==> src/rtl/stepper_pkg.sv <==
// Shared types, phase tables and the coil lookup for the stepper sequencer.
// Define STEPPER_HALF_STEP_EN to select the 8-entry half-step table.
package stepper_pkg;

  typedef enum logic [1:0] {
    IDLE = 2'd0,
    RUN  = 2'd1,
    DONE = 2'd2
  } state_t;

  // Entry 0 sits in the least significant nibble.
  localparam logic [15:0] FULL_STEP_TABLE = 16'b1001_0011_0110_1100;
  localparam logic [31:0] HALF_STEP_TABLE = 32'b1001_0001_0011_0010_0110_0100_1100_1000;

`ifdef STEPPER_HALF_STEP_EN
  localparam int PHASE_N = 8;
  localparam int PHASE_W = 3;
`else
  localparam int PHASE_N = 4;
  localparam int PHASE_W = 2;
`endif

  function automatic logic [3:0] phase_coil(input logic [PHASE_W-1:0] idx);
`ifdef STEPPER_HALF_STEP_EN
    phase_coil = HALF_STEP_TABLE[{idx, 2'b00} +: 4];
`else
    phase_coil = FULL_STEP_TABLE[{idx, 2'b00} +: 4];
`endif
  endfunction

endpackage

==> src/rtl/stepper_sequencer_step_timer.sv <==
// Free-running step divider: counts 0..STEP_DIV-1 and flags the terminal count.
module step_timer #(
  parameter int STEP_DIV = 50000
) (
  input  logic clock,
  input  logic reset,
  input  logic clear,
  output logic tick
);

  localparam int CNT_W = $clog2(STEP_DIV);
  localparam logic [CNT_W-1:0] TERM = CNT_W'(STEP_DIV - 1);

  logic [CNT_W-1:0] count_r;

  assign tick = (count_r == TERM);

  always_ff @(posedge clock or negedge reset) begin
    if (!reset) begin
      count_r <= {CNT_W{1'b0}};
    end else if (clear || tick) begin
      count_r <= {CNT_W{1'b0}};
    end else begin
      count_r <= count_r + CNT_W'(1);
    end
  end

endmodule

==> src/rtl/stepper_sequencer.sv <==
// Command-driven stepper sequencer: valid/ready move commands, paced coil phases,
// signed position tracking. STEPPER_HALF_STEP_EN selects the half-step table.
module stepper_sequencer
  import stepper_pkg::*;
#(
  parameter int STEP_DIV = 50000,
  parameter int COUNT_W  = 16,
  parameter int POS_W    = 32
) (
  input  logic                     clock,
  input  logic                     reset,
  input  logic                     cmd_valid,
  output logic                     cmd_ready,
  input  logic                     cmd_dir,
  input  logic [COUNT_W-1:0]       cmd_steps,
  input  logic                     abort,
  input  logic                     hold,
  output logic [3:0]               coil,
  output logic                     busy,
  output logic                     done,
  output logic                     aborted,
  output logic signed [POS_W-1:0]  pos
);

  state_t               state_r;
  state_t               state_next_s;
  logic [COUNT_W-1:0]   remaining_r;
  logic                 dir_r;
  logic [PHASE_W-1:0]   phase_r;
  logic [PHASE_W-1:0]   phase_next_s;
  logic                 accept_s;
  logic                 abort_s;
  logic                 step_s;
  logic                 tick_s;
  logic                 timer_clear_s;
  logic                 ready_next_s;
  logic                 busy_next_s;
  logic                 done_next_s;
  logic [3:0]           coil_next_s;

  assign accept_s      = (state_r == IDLE) && cmd_valid;
  assign abort_s       = (state_r == RUN) && abort;
  // Abort wins over a coinciding terminal count: no step on the abort edge.
  assign step_s        = (state_r == RUN) && !abort && tick_s;
  assign timer_clear_s = accept_s || abort_s;

  step_timer #(
    .STEP_DIV (STEP_DIV)
  ) u_step_timer (
    .clock (clock),
    .reset (reset),
    .clear (timer_clear_s),
    .tick  (tick_s)
  );

  always_ff @(posedge clock or negedge reset) begin
    if (!reset) begin
      state_r <= IDLE;
    end else begin
      state_r <= state_next_s;
    end
  end

  always_comb begin
    state_next_s = state_r;
    case (state_r)
      IDLE: begin
        if (accept_s) begin
          state_next_s = (cmd_steps == COUNT_W'(0)) ? DONE : RUN;
        end else begin
          state_next_s = IDLE;
        end
      end
      RUN: begin
        if (abort) begin
          state_next_s = DONE;
        end else if (tick_s && (remaining_r == COUNT_W'(1))) begin
          state_next_s = DONE;
        end else begin
          state_next_s = RUN;
        end
      end
      DONE:    state_next_s = IDLE;
      default: state_next_s = IDLE;
    endcase
  end

  always_comb begin
    phase_next_s = phase_r;
    if (step_s) begin
      phase_next_s = dir_r ? (phase_r + PHASE_W'(1)) : (phase_r - PHASE_W'(1));
    end else begin
      phase_next_s = phase_r;
    end
  end

  always_ff @(posedge clock or negedge reset) begin
    if (!reset) begin
      remaining_r <= {COUNT_W{1'b0}};
      dir_r       <= 1'b0;
      phase_r     <= {PHASE_W{1'b0}};
      pos         <= {POS_W{1'b0}};
      aborted     <= 1'b0;
    end else if (accept_s) begin
      dir_r       <= cmd_dir;
      remaining_r <= cmd_steps;
      aborted     <= 1'b0;
    end else if (abort_s) begin
      aborted     <= 1'b1;
    end else if (step_s) begin
      remaining_r <= remaining_r - COUNT_W'(1);
      phase_r     <= phase_next_s;
      pos         <= dir_r ? (pos + POS_W'(1)) : (pos - POS_W'(1));
    end
  end

  // Output values are decoded from the next state so the registers line up with it.
  always_comb begin
    ready_next_s = 1'b0;
    busy_next_s  = 1'b0;
    done_next_s  = 1'b0;
    coil_next_s  = 4'b0000;
    case (state_next_s)
      IDLE: begin
        ready_next_s = 1'b1;
        if (hold) begin
          coil_next_s = phase_coil(phase_next_s);
        end else begin
          coil_next_s = 4'b0000;
        end
      end
      RUN: begin
        busy_next_s = 1'b1;
        coil_next_s = phase_coil(phase_next_s);
      end
      DONE: begin
        busy_next_s = 1'b1;
        done_next_s = 1'b1;
        coil_next_s = phase_coil(phase_next_s);
      end
      default: begin
        ready_next_s = 1'b1;
        coil_next_s  = 4'b0000;
      end
    endcase
  end

  always_ff @(posedge clock or negedge reset) begin
    if (!reset) begin
      cmd_ready <= 1'b1;
      busy      <= 1'b0;
      done      <= 1'b0;
      coil      <= 4'b0000;
    end else begin
      cmd_ready <= ready_next_s;
      busy      <= busy_next_s;
      done      <= done_next_s;
      coil      <= coil_next_s;
    end
  end

endmodule

==> config.mk <==
export PLATFORM = sky130hd
export DESIGN_NAME = stepper_sequencer
export DESIGN_NICKNAME = d
export VERILOG_FILES = /design/src/rtl/stepper_pkg.sv /design/src/rtl/stepper_sequencer_step_timer.sv /design/src/rtl/stepper_sequencer.sv
export SDC_FILE = /design/constraint.sdc
export NUM_CORES = 1
export LEC_CHECK = 0
export ABC_AREA = 1
export BUFFER_PORTS_ARGS = -buffer_cell sky130_fd_sc_hd__buf_2
export CAP_MARGIN = 25
export CORE_MARGIN = 1
export CORE_UTILIZATION = 55
export CTS_BUF_LIST = sky130_fd_sc_hd__clkbuf_4 sky130_fd_sc_hd__clkbuf_8 sky130_fd_sc_hd__clkbuf_16
export DETAILED_ROUTE_END_ITERATION = 8
export PLACE_DENSITY_LB_ADDON = 0.2
export SKIP_LAST_GASP = 1
export SYNTH_ARGS = -nofsm -noshare
export SYNTH_HDL_FRONTEND = slang
export SYNTH_SLANG_ARGS = --single-unit
==> constraint.sdc <==
create_clock -name clock -period 2.9 [get_ports clock]
set_input_delay 0.145 -clock clock [delete_from_list [all_inputs] [get_ports clock]]
set_output_delay 0.145 -clock clock [all_outputs]
set_load 0.01 [all_outputs]
==> results.sh <==
export IMPL_result_of_the_run="finished, final reports clean"
export IMPL_tritoncts="yes"
export IMPL_grt_use_total_pct=26.2
export IMPL_slowest_delay_ns=0.40
export IMPL_cts_h_tree_depth=3
export IMPL_maxClockFrequency_mhz=419
export IMPL_timing_max_slew_rel_slack_pct=63.5
export IMPL_cts_made_buffers=9
export IMPL_cts_repair_resize_count=0
export IMPL_setup_tns_final_ns=0
export IMPL_layout_worst_path_cycle_share_pct=82.4
export IMPL_timing_critical_path_arrival_ns=2.67
export IMPL_cts_root_buf="clkbuf_8"
export IMPL_placedCellCount=1123
export IMPL_ios=62
export IMPL_timing_max_cap_violations=0
export IMPL_dr_vias=5775
export IMPL_dp_final_hpwl_um=10600
export IMPL_post_synth_instance_area_mm2=0.00601
export IMPL_routed_wl_um=13900
export IMPL_dp_worst_setup_slack_ns=0.525
export IMPL_yosysWarnings=0
export IMPL_floorplan_rows=37
export IMPL_gpl_final_weighted_congestion=0.896
export IMPL_port_buffers=61
export IMPL_total_power_mw=4.25
export IMPL_seqCellArea_mm2=0.00193
export IMPL_worst_setup_path_start_kind="flip-flop"
export IMPL_rsz0062_at_grt="no"
export IMPL_synthCells=935
export IMPL_nets_in_the_synthesized_netlist=994
export IMPL_floorplan_die_height_um=106
export IMPL_critical_path_top_delay_family="simple AND/OR/NAND/NOR gates"
export IMPL_synth_area_leaders="dfrtp_1, nand2_1, inv_1, ha_1, nor2_1"
export IMPL_power_per_cell_area_mw_per_mm2=633
export IMPL_per_cell_via_count_in_the_routed_design=5.06
export IMPL_worst_skew_pair_late_latency_ns=0.36
export IMPL_fin_cells=1141
export IMPL_critical_path_buf_inv_count=2
export IMPL_criticalPathCategory="flip-flop to flip-flop"
export IMPL_finalInstanceArea_mm2=0.00672
export IMPL_core_area_mm2=0.0105
export IMPL_post_cts_setup_buffers=0
export IMPL_global_route_usage_met2_pct=44.1
export IMPL_design_die_area_mm2=0.0113
export IMPL_layout_nets=1059
export IMPL_clkSinkCount=77
export IMPL_utilization_pct=64.2
export IMPL_min_delay_path_class="primary input to flip-flop"
export IMPL_critPathSlowestCell="dfrtp_1"
export IMPL_antenna_cells=0
export IMPL_fin_skew_ns=0.0130
export IMPL_post_synth_cell_area_avg_um2=6.42
export IMPL_worst_path_max_fanout=4
export IMPL_postPlaceCellArea_mm2=0.00646
export IMPL_clockBufferDepth=2
export IMPL_final_max_slew_violation_count=0
export IMPL_drcViolationCount=0
export IMPL_clkSlewWorstSetupHoldPaths_ns=0.08
export IMPL_grt_util_met1_pct=33.9
export IMPL_first_global_vias=5326
export IMPL_fillCellCount=1012
export IMPL_start_util_pct=57.4
export IMPL_synth_top_cell_area_share_pct=31.7
export IMPL_worst_ir_drop_vdd_mv=0.378
export IMPL_floorplan_die_width_um=106
export IMPL_layout_drive_gt1_share_pct=10.3
export IMPL_overflow=0
export IMPL_timing_hold_ws_ns=0.0743
export IMPL_worstSetupEndpointType="flip-flop"
export IMPL_total_leakage_power_nw=3.89
export IMPL_route_antenna_remaining_nets=0
export IMPL_timing_critical_path_cells="ha_1 -> nand3_2 -> nor2_2 -> nand2_1 -> inv_1 -> nand3_1 -> nand2_1 -> o21ai_0 -> inv_1 -> ha_1 -> a21oi_1 -> or2_2 -> nor2_1"
export IMPL_crit_required_ns=3.18
export IMPL_areaGrowthSynthToFinish_pct=11.9
export IMPL_finalHoldViolCount=0
export IMPL_synth_largest_area_cell="dfrtp_1"
export IMPL_wire_per_inst_um=12.2
export IMPL_grt_pass1_wl_um=23700
export IMPL_grt_busiest_layer="met2"
export IMPL_synth_cell_types=40
export IMPL_global_route_usage_met3_pct=3.80
export IMPL_synth_yosys_seq_area_share_pct=32.1
export IMPL_drt_iter0_markers=325
export IMPL_worst_path_setup_slack_after_routing_ns=0.511
export IMPL_setup_viol_count_final=0
export IMPL_synth_seq_cells=77
export IMPL_final_period_minus_worst_setup_slack_ns=2.39
export IMPL_multi_input_area_mm2=0.00342
export IMPL_grt_max_degree=51
export IMPL_number_of_antenna_violations_at_the_first_check_in_global_routing=0
export IMPL_drtPass1Iterations=5
export IMPL_worst_pin_slew_ns=0.544
cells in the mapped netlist, drive strengths merged:
cell type / count
nor4: 5
o31ai: 1
or2: 3
o21ai: 52
a21o: 1
nand2: 339
dfrtp: 76
buf: 8
and2: 1
nand4: 9
ha: 36
o211ai: 3
nand3: 66
clkbuf: 7
inv: 152
a31oi: 1
nor2: 96
dfstp: 1
a21oi: 30
xnor2: 20
fa: 1
xor2: 7
nand3b: 3
o21bai: 3
a22o: 1
clkinv: 1
nor3: 12
worst register-to-register path: stages (launching register included):
cell	delay, ns
dfrtp_1	0.40
ha_1	0.24
nand3_2	0.10
nor2_2	0.07
nand2_1	0.10
inv_1	0.05
nand3_1	0.06
nand2_1	0.06
o21ai_0	0.32
inv_1	0.12
ha_1	0.33
a21oi_1	0.05
or2_2	0.31
nor2_1	0.12
cells by family after synthesis:
family / count (synthesis) / synth area share, %
flops: 77 / 32.1
simple gates: 534 / 36.9
compound gates: 92 / 8.25
fa+ha+maj: 37 / 7.83
xor+xnor: 27 / 3.94
buf+inv: 168 / 11.0
sequential cells by signal (all words and copies together), names as in the netlist:
| register | flops |
|---|---|
| aborted | 1 |
| busy | 1 |
| cmd_ready | 1 |
| coil | 4 |
| dir_r | 1 |
| done | 1 |
| phase_r | 2 |
| pos | 32 |
| remaining_r | 16 |
| state_r | 2 |
| u_step_timer.count_r | 16 |
power by group:
group / leakage (nW) / switching (mW) / internal, mW
registers: 1.02 / 0.135 / 1.25
clock network: 0.126 / 0.429 / 0.578
logic: 2.75 / 1.23 / 0.634
layer usage:
layer  share of wire (%)  routed length [um]
met1                  47                6570
met2                  46                6400
met3                 4.5                 625
met5                   0                   0
met4                 2.3                 321
cell type report:
type | count | share of cell area (%)
Clock buffer | 13 | 2.66
Inverter | 153 | 8.55
Tap cell | 136 | 2.53
Sequential cell | 77 | 28.7
Clock inverter | 3 | 0.968
Multi-Input combinational cell | 690 | 50.9
Timing Repair Buffer | 69 | 5.73
cell usage in the layout (no fill, tap or decap), types with 2 or more instances in the layout:
master and instances:
nor2_4 2, nor3_1 11, buf_2 60, nand3b_1 3
a21oi_1 30, nand2_1 338, dlygate4sd3_1 2, xnor2_1 20
nand3_1 63, dfrtp_1 76, bufinv_16 2, inv_1 148
nand4_1 9, o21ai_0 47, o21bai_1 3, nor4_1 5
o211ai_1 3, o21ai_1 4, clkbuf_8 13, nor2_2 5
inv_2 4, or2_2 2, buf_4 6, xor2_1 7
nand3_2 2, nor2_1 89, ha_1 36
path summary, 6_finish.rpt:
check	slack, ns	cells after the start	end	startpoint
max	0.51	13	coil[2]	u_step_timer.count_r[0]
min	0.07	3	remaining_r[9]	cmd_steps[9]
min reg2reg	0.47	1	u_step_timer.count_r[0]	u_step_timer.count_r[0]
max in group asynchronous	1.93	3	remaining_r[10]	reset
min in group asynchronous	0.29	2	pos[6]	reset
max reg2reg	0.51	13	coil[2]	u_step_timer.count_r[0]
timing repair:
| action | 4_1_cts | 5_1_grt |
|---|---|---|
| endpoints found under the hold margin | 37 | 0 |
| setup endpoints to repair | 0 | 0 |
| hold buffers | 2 | 0 |
No activity file was read; power rests on OpenSTA's default activity.
